**config.mk**
```make
export PLATFORM = sky130hd
export DESIGN_NAME = vga_frame_writer
export DESIGN_NICKNAME = d
export VERILOG_FILES = /design/src/rtl/vga_pkg.sv /design/src/rtl/vga_frame_writer_pix_walker.sv /design/src/rtl/vga_frame_writer.sv
export SDC_FILE = /design/constraint.sdc
export NUM_CORES = 1
export LEC_CHECK = 0
export ABC_CLOCK_PERIOD_IN_PS = 7100
export BUFFER_PORTS_ARGS = -buffer_cell sky130_fd_sc_hd__buf_4
export CAP_MARGIN = 20
export CORE_ASPECT_RATIO = 1.75
export CORE_MARGIN = 3
export CORE_UTILIZATION = 25
export CTS_CLUSTER_DIAMETER = 80
export CTS_CLUSTER_SIZE = 40
export DETAILED_ROUTE_END_ITERATION = 10
export PLACE_DENSITY = 0.54
export SLEW_MARGIN = 20
export SYNTH_ARGS = -nofsm -noshare
export SYNTH_HDL_FRONTEND = slang
export SYNTH_SLANG_ARGS = --single-unit
```
**constraint.sdc**
```tcl
create_clock -name clk -period 7.1 [get_ports clk]
set_input_delay 0.355 -clock clk [delete_from_list [all_inputs] [get_ports clk]]
set_output_delay 0.355 -clock clk [all_outputs]
set_load 0.02 [all_outputs]
```
**src/rtl/vga_pkg.sv**
```systemverilog
// Shared constants, state encoding and helpers for the VGA back-buffer frame writer.
package vga_pkg;

    // Frame geometry
    localparam int X_MAX          = 240;
    localparam int TILES_X        = 30;
    localparam int TILES_Y        = 33;
    localparam int SCORE_ADDR0    = 63360;
    localparam int SCORE_X_OFFSET = 8;
    localparam int SCORE_X_WIDTH  = 56;
    localparam int SCORE_DIGITS   = 7;
    localparam int IDLE_ADDR      = 65535;

    // Terminal counts, decoded explicitly instead of relying on counter wrap
    localparam logic [4:0] TX_LAST    = 5'(TILES_X - 1);
    localparam logic [5:0] TY_LAST    = 6'(TILES_Y - 1);
    localparam logic [2:0] DIGIT_LAST = 3'(SCORE_DIGITS - 1);

    typedef enum logic [2:0] {
        ST_IDLE,
        ST_FETCH,
        ST_LATCH,
        ST_PIX,
        ST_SCORE,
        ST_DRAIN
    } frame_writer_state_t;

    // Which ROM feeds the RAM data port on the cycle after issue
    typedef enum logic [1:0] {
        SRC_NONE,
        SRC_TILE,
        SRC_GLYPH
    } pix_src_t;

    // Digit 0 is the most significant nibble [27:24]
    function automatic logic [3:0] bcd_digit(input logic [27:0] bcd, input logic [2:0] idx);
        logic [27:0] shifted;
        shifted = bcd >> (5'd24 - {idx, 2'b00});
        return shifted[3:0];
    endfunction

endpackage

```
**src/rtl/vga_frame_writer_pix_walker.sv**
```systemverilog
// 8x8 pixel walker: px runs fastest, then py; shared by the maze and score phases.
module pix_walker (
    input  logic       clk,
    input  logic       srst,
    input  logic       clear,
    input  logic       step,
    output logic [2:0] px,
    output logic [2:0] py,
    output logic       last_pix
);

    logic [2:0] px_reg;
    logic [2:0] py_reg;

    // Advance one pixel per step; clear has priority so a restart lands on (0,0)
    always_ff @(posedge clk) begin
        if (srst || clear) begin
            px_reg <= 3'd0;
            py_reg <= 3'd0;
        end else if (step) begin
            if (px_reg == 3'd7) begin
                px_reg <= 3'd0;
                py_reg <= (py_reg == 3'd7) ? 3'd0 : py_reg + 3'd1;
            end else begin
                px_reg <= px_reg + 3'd1;
            end
        end
    end

    assign px       = px_reg;
    assign py       = py_reg;
    assign last_pix = (px_reg == 3'd7) && (py_reg == 3'd7);

endmodule

```
**src/rtl/vga_frame_writer.sv**
```systemverilog
// Renders the maze tile map and the score into the VGA back buffer, one byte per cycle,
// starting a fresh pass on every buffer swap.
module vga_frame_writer
    import vga_pkg::*;
(
    input  logic        clk,
    input  logic        rst,
    input  logic        buf_sel,
    input  logic [27:0] score_bcd,
    output logic [9:0]  tmap_addr,
    input  logic [7:0]  tmap_data,
    output logic [13:0] tile_rom_addr,
    input  logic [7:0]  tile_rom_data,
    output logic [9:0]  glyph_addr,
    input  logic [7:0]  glyph_data,
    output logic [15:0] addrWrite,
    output logic [7:0]  dataWrite,
    output logic        busy,
    output logic        done,
    output logic        overrun
);

    frame_writer_state_t state_reg, state_next;

    logic        buf_sel_q;
    logic        swap;
    logic [27:0] score_reg;
    logic [4:0]  tx_reg;
    logic [5:0]  ty_reg;
    logic [2:0]  digit_reg;
    logic [7:0]  tile_reg;
    logic [15:0] addr_reg;
    pix_src_t    src_reg;
    logic        done_reg;
    logic        overrun_reg;

    logic        pix_step;
    logic        tile_adv;
    logic        digit_adv;
    logic        issue_maze;
    logic        issue_score;

    logic [2:0]  px;
    logic [2:0]  py;
    logic        last_pix;

    logic [3:0]  digit_val;
    logic        digit_blank;
    logic [9:0]  tmap_index;
    logic [15:0] maze_x;
    logic [15:0] maze_y;
    logic [15:0] maze_addr;
    logic [15:0] score_addr;

    assign swap = buf_sel ^ buf_sel_q;

    pix_walker u_pix_walker (
        .clk      (clk),
        .srst     (rst),
        .clear    (swap),
        .step     (pix_step),
        .px       (px),
        .py       (py),
        .last_pix (last_pix)
    );

    // Address arithmetic, all 16-bit unsigned
    assign digit_val   = bcd_digit(score_reg, digit_reg);
    assign digit_blank = (digit_val > 4'd9);
    assign tmap_index  = {4'b0, ty_reg} * 10'(TILES_X) + {5'b0, tx_reg};
    assign maze_x      = {8'b0, tx_reg, px};
    assign maze_y      = {7'b0, ty_reg, py};
    assign maze_addr   = maze_x + maze_y * 16'(X_MAX);
    assign score_addr  = 16'(SCORE_ADDR0 + SCORE_X_OFFSET) + {10'b0, digit_reg, 3'b000}
                       + {13'b0, px} + {13'b0, py} * 16'(SCORE_X_WIDTH);

    // State register
    always_ff @(posedge clk) begin
        if (rst) begin
            state_reg <= ST_IDLE;
        end else begin
            state_reg <= state_next;
        end
    end

    // Next-state decode and per-cycle pixel issue; a swap always restarts at tile (0,0)
    always_comb begin
        state_next  = state_reg;
        pix_step    = 1'b0;
        tile_adv    = 1'b0;
        digit_adv   = 1'b0;
        issue_maze  = 1'b0;
        issue_score = 1'b0;
        case (state_reg)
            ST_IDLE: begin
                state_next = ST_IDLE;
            end
            ST_FETCH: begin
                state_next = ST_LATCH;
            end
            ST_LATCH: begin
                state_next = ST_PIX;
            end
            ST_PIX: begin
                issue_maze = 1'b1;
                pix_step   = 1'b1;
                if (last_pix) begin
                    if ((tx_reg == TX_LAST) && (ty_reg == TY_LAST)) begin
                        state_next = ST_SCORE;
                    end else begin
                        tile_adv   = 1'b1;
                        state_next = ST_FETCH;
                    end
                end
            end
            ST_SCORE: begin
                issue_score = 1'b1;
                pix_step    = 1'b1;
                if (last_pix) begin
                    if (digit_reg == DIGIT_LAST) begin
                        state_next = ST_DRAIN;
                    end else begin
                        digit_adv = 1'b1;
                    end
                end
            end
            ST_DRAIN: begin
                state_next = ST_IDLE;
            end
            default: begin
                state_next = ST_IDLE;
            end
        endcase
        if (swap) begin
            state_next = ST_FETCH;
        end
    end

    // Tile/digit counters, score snapshot and fetched tile index
    always_ff @(posedge clk) begin
        if (rst) begin
            tx_reg    <= 5'd0;
            ty_reg    <= 6'd0;
            digit_reg <= 3'd0;
            score_reg <= 28'd0;
            tile_reg  <= 8'd0;
        end else if (swap) begin
            tx_reg    <= 5'd0;
            ty_reg    <= 6'd0;
            digit_reg <= 3'd0;
            score_reg <= score_bcd;
        end else begin
            if (tile_adv) begin
                if (tx_reg == TX_LAST) begin
                    tx_reg <= 5'd0;
                    ty_reg <= ty_reg + 6'd1;
                end else begin
                    tx_reg <= tx_reg + 5'd1;
                end
            end
            if (digit_adv) begin
                digit_reg <= digit_reg + 3'd1;
            end
            if (state_reg == ST_LATCH) begin
                tile_reg <= tmap_data;
            end
        end
    end

    // Write pipeline: address and data source registered with issue; in-flight write survives a swap
    always_ff @(posedge clk) begin
        if (rst) begin
            addr_reg <= 16'(IDLE_ADDR);
            src_reg  <= SRC_NONE;
        end else if (issue_maze) begin
            addr_reg <= maze_addr;
            src_reg  <= SRC_TILE;
        end else if (issue_score) begin
            addr_reg <= score_addr;
            src_reg  <= digit_blank ? SRC_NONE : SRC_GLYPH;
        end else begin
            addr_reg <= 16'(IDLE_ADDR);
            src_reg  <= SRC_NONE;
        end
    end

    // Swap edge detector, completion pulse and sticky overrun flag
    always_ff @(posedge clk) begin
        if (rst) begin
            buf_sel_q   <= buf_sel;
            done_reg    <= 1'b0;
            overrun_reg <= 1'b0;
        end else begin
            buf_sel_q <= buf_sel;
            done_reg  <= (state_reg == ST_DRAIN) && !swap;
            if (swap && (state_reg != ST_IDLE)) begin
                overrun_reg <= 1'b1;
            end
        end
    end

    // RAM data follows the ROM selected when the pixel was issued
    always_comb begin
        dataWrite = 8'h00;
        case (src_reg)
            SRC_TILE:  dataWrite = tile_rom_data;
            SRC_GLYPH: dataWrite = glyph_data;
            default:   dataWrite = 8'h00;
        endcase
    end

    assign tmap_addr     = (state_reg == ST_FETCH) ? tmap_index : 10'd0;
    assign tile_rom_addr = (state_reg == ST_PIX) ? {tile_reg, py, px} : 14'd0;
    assign glyph_addr    = ((state_reg == ST_SCORE) && !digit_blank) ? {digit_val, py, px} : 10'd0;
    assign addrWrite     = addr_reg;
    assign busy          = (state_reg != ST_IDLE);
    assign done          = done_reg;
    assign overrun       = overrun_reg;

endmodule

```
Yosys cells after proc, flatten, opt, wreduce, memory -nomap -nowiden
Index checks and enable logic that the tools add are counted.
{ "totals": {"reg_bits": 80, "in_bits": 55, "out_inout_bits": 61, "elab_cells": 96} }
{ "op_classes": {"add_sub_neg": 11, "multipliers": 3, "n_lt_le_gt_ge": 1, "n_eq_ne": 18, "shifts": 1, "n_mux": 27, "bitwise": 3, "reduce_logical": 17} }
{ "op_table": {"columns": ["op", "n"], "rows": [
  ["$mux 16", 2],
  ["$shr 28x5->4", 1],
  ["$mux 10", 2],
  ["$mux 3", 6],
  ["$add 15x10->16", 1],
  ["$add 8x16->16", 1],
  ["$pmux 8 s2", 1],
  ["$add 14x4->15", 1],
  ["$eq 3x3->1 const B", 5],
  ["$add 13x7->14 const A", 1],
  ["$mux 14", 1],
  ["$mul 9x4->12 const B", 1],
  ["$mux 1", 12],
  ["$pmux 3 s4", 1],
  ["$add 10x5->10", 1],
  ["$add 3x1->3 const B", 3],
  ["$mul 6x4->9 const B", 1],
  ["$ne 3x3->1 const B", 3],
  ["$add 6x1->6 const B", 1],
  ["$eq 3x2->1 const B", 2],
  ["$eq 6x6->1 const B", 1],
  ["$mul 3x3->6 const B", 1],
  ["$ne 2x2->1 const B", 3],
  ["$reduce_and 2->1", 3],
  ["other kinds (18)", 26]
]} }

Longest topological paths before layout
{ "logic_depth": {"word_depth": 6, "mapped_depth": 13} }

Cells and area by module
From an unflattened synthesis, not the netlist that was laid out.
{ "hier_totals": {"cells_unflattened": 653, "hier_area_um2": 5546.6} }
{ "by_module_without_submodules": {"columns": ["module", "n_inst", "cells_each", "area_each_um2", "seq_area_each_um2"], "rows": [
  ["vga_frame_writer", 1, 623, 5227.5, 1481.4],
  ["pix_walker", 1, 30, 319.1, 120.1]
]} }

Worst setup path after synthesis
No wires, ideal clock.
{ "synth_timing": {"path_type": "reg-to-output", "start": "register ty_reg[0]", "end": "output tmap_addr[9]", "arrival_ps": 3255, "required_ps": 6745, "setup_slack_ps": 3490, "path_stages_with_launch": 13, "path_buffers": 0, "path_cell_list": "dfxtp_1 fa_1 inv_1 fa_1 fa_1 inv_1 ha_1 o21ai_0 nand2b_1 and2_1 nand4_1 xnor2_1 nor2_1"} }
{ "synth_between": {"elab_chain_len": 3} }
{ "synth_rtl": {"columns": ["element", "line", "text"], "rows": [
  ["start: declaration", "vga_frame_writer.sv:29", "logic [5:0] ty_reg;"],
  ["start signal: assignment", "vga_frame_writer.sv:156", "ty_reg <= ty_reg + 6'd1;"],
  ["$mul 6x4->9", "vga_frame_writer.sv:70", "assign tmap_index = {4'b0, ty_reg} * 10'(TILES_X) + {5'b0, tx_reg};"],
  ["$add 10x5->10", "vga_frame_writer.sv:70", null],
  ["$mux 10", "vga_frame_writer.sv:212", "assign tmap_addr = (state_reg == ST_FETCH) ? tmap_index : 10'd0;"],
  ["end: declaration", "vga_frame_writer.sv:10", "output logic [9:0] tmap_addr,"]
]} }
No other way between the ends.

Final worst setup path
Same ends and word-level chain as after synthesis.

==> flow_summary.toml <==
[floorplan]
placement_rows = 71
initial_utilization_pct = 25.49
pin_count = 116
coreArea_um2 = 21590
die_area_um2 = 23900
die_width_um = 118.2
die_y_um = 202.3

[job]
drv_cap = 0

[placed_design]
place_hpwl_mm = 12.44
dpl_cell_area_um2 = 6621
gp_congestion = 0.8004
pre_cts_ws_ns = 3.356
io_buffers = 115

[min_path]
hp-class = "in -> reg"

[clock_tree]
clk_pin_slew_worst_paths_ns = 0.06
cts-resized-gates = 0
cts.hold.buffers_added = 0
postCtsSetupBuffers = 0
clock_latency_ns = 0.35
cts_buffers = 9
cts_tree = "built"
cts_buffer_depth = 2
htreeDepth = 3
cts_root_buffer = "clkbuf_16"
clock_sinks = 80

[worst_setup_path]
worstPathCellList = "fa_1 -> inv_1 -> fa_1 -> fa_1 -> inv_1 -> ha_1 -> o21ai_0 -> nand2b_1 -> and2_1 -> nand4_1 -> xnor2_1 -> nor2_1 -> buf_4"
critPathBufInv = 3
worstPathRequired_ns = 6.74
worstPathArrival_ns = 3.79
crit_family = "adder cells"
cp-end-kind = "primary output"
crit_fanout = 8
cpMaxStageDelayCell = "fa_1"
worstSetupPathType = "reg -> out"
cpPeakStageDelay_ns = 0.66
cp-start-kind = "flip-flop"
path_common_cell = "fa_1"

[sta]
final.setup.worst_slack_ns = 2.960
hold_viol_final = 0
finalSetupViolCount = 0
worstMarginPinSlew_ns = 0.7925
tns_ns = 0
rsz0062_at_grt = "false"
finalCritPeriodShare_pct = 58.31
fin_crit_ns = 4.140
max_freq_mhz = 241.5
drv_slew = 0
relSlewSlack_pct = 47.17
fin_skew_ns = 0.01237

[layout]
fin_area_um2 = 6934
area_growth_pct = 26.01
drive_gt1_share_pct = 19.63
multi_input_area_um2 = 3581
fill_cells = 2310
final-seq-area_um2 = 1602
fin_util_pct = 32.12
finalNetCount = 879
largest_reg_flops = 28
num_antenna_cells = 0

[route]
drtIter0Drc = 164
via_per_inst = 4.489
wl_per_cell_um = 14.94
route.detailed.drc = 0
ant_nets = 0
drt_pass1_iterations = 4
wl_mm = 15.63
vias = 4696

[yosys]
ys_seq_elements = 80
ys_types = 55
syn_avg_cell_area_um2 = 8.427
yosys_warnings = 0
synthesis.nets = 783
synth.cell_area_um2 = 5503
async_flop_share_pct = 0
synthCells = 653
synth-edff-count = 0
ys_seq_area_share_pct = 29.10
synth-main-ff-cell = "dfxtp_1"

[grt]
grt_antenna_before_repair = 0
grt_pass1_wl_mm = 25.00
grt_pass1_vias = 4794
track_usage_pct = 13.08
grt_max_degree = 50
grt_overflow = 0

[power_and_ir_drop]
peakVddDrop_mv = 0.1007
p_leak_nw = 3.184
total_power_mw = 1.053
p_per_area_nw_per_um2 = 151.8

[outcome]
status = "completed"
-- worst paths after layout --
path / end / from / depth (start not counted) / slack (ns)
hold reg to reg: score_reg[5]$_SDFFE_PP0P_ / score_reg[5]$_SDFFE_PP0P_ / 2 / 0.45
setup / recovery: tmap_addr[9] / ty_reg[0]$_SDFFE_PP0P_ / 13 / 2.96
setup reg to reg: addrWrite[11]$_SDFF_PP1_ / u_pix_walker.py[2]$_SDFFE_PP0P_ / 13 / 3.38
hold / removal: buf_sel_q$_DFF_P_ / buf_sel / 1 / 0.18
-- through the flow --
step / hold slack (ns) / std cells
after floorplan: 0.3827 / 653
after global placement: 0.4369 / 1030
after detailed placement: 0.4452 / 1030
after CTS: 0.1698 / 1046
after global routing: 0.1694 / 1046
final: 0.1758 / 1046
-- Yosys cell counts (7+ instances only) --
master | n | area share [%]
nand2_1 | 82 | 5.6
dfxtp_1 | 80 | 29
nor2_1 | 70 | 4.8
inv_1 | 54 | 3.7
ha_1 | 53 | 12
a21oi_1 | 46 | 4.2
xnor2_1 | 26 | 4.1
fa_1 | 22 | 8.0
clkbuf_1 | 19 | 1.3
xor2_1 | 17 | 2.7
mux2i_1 | 15 | 2.7
o21ai_0 | 13 | 1.2
and3_1 | 12 | 1.4
nor3_1 | 11 | 1.0
nand3_1 | 9 | 0.82
a22oi_1 | 8 | 1.1
buf_2 | 7 | 0.64
-- cells by family (layout without fill, tap and decap cells) --
logic type,Yosys count,in the layout,share of synthesized area (%)
mux,19,19,4.366
compound gates,115,115,13.19
flops,80,80,29.10
buf+inv,85,186,6.298
fa+ha+maj,75,75,20.05
simple gates,236,236,20.15
xor+xnor,43,43,6.844
-- area by class of cell --
| class | instances | share of cell area [%] |
|---|---|---|
| multi-input combinational | 488 | 51.64 |
| sequential | 80 | 23.10 |
| timing repair buffer | 116 | 12.56 |
| tap | 292 | 5.269 |
| clock buffer | 10 | 3.446 |
| inverter | 54 | 2.923 |
| clock inverter | 6 | 1.065 |
-- layout by cell type, fill, tap and decap left out, types with 15 or more instances in the layout --
cell,count
xnor2_1,25
ha_1,53
inv_1,54
nor2_1,70
xor2_1,16
mux2i_1,15
nand2_1,82
dfxtp_1,80
fa_1,22
a21oi_1,46
buf_4,116
-- layer usage --
layer | GRT usage (%) | vias to the layer above | share of wire (%)
met2 | 26.03 | 78 | 57
met3 | 1.344 | 18 | 2.3
met4 | 5.618 | 0 | 2.7
met1 | 13.56 | 2222 | 38
met5 | 0 | - | 0
li1 | - | 2378 | -
-- where the power goes --
part           switching (mW)  internal [mW]
combinational          0.0494         0.0402
sequential             0.0109          0.464
clock                   0.201          0.286
total                   0.262          0.791
Power figures use the tool's default switching activity.
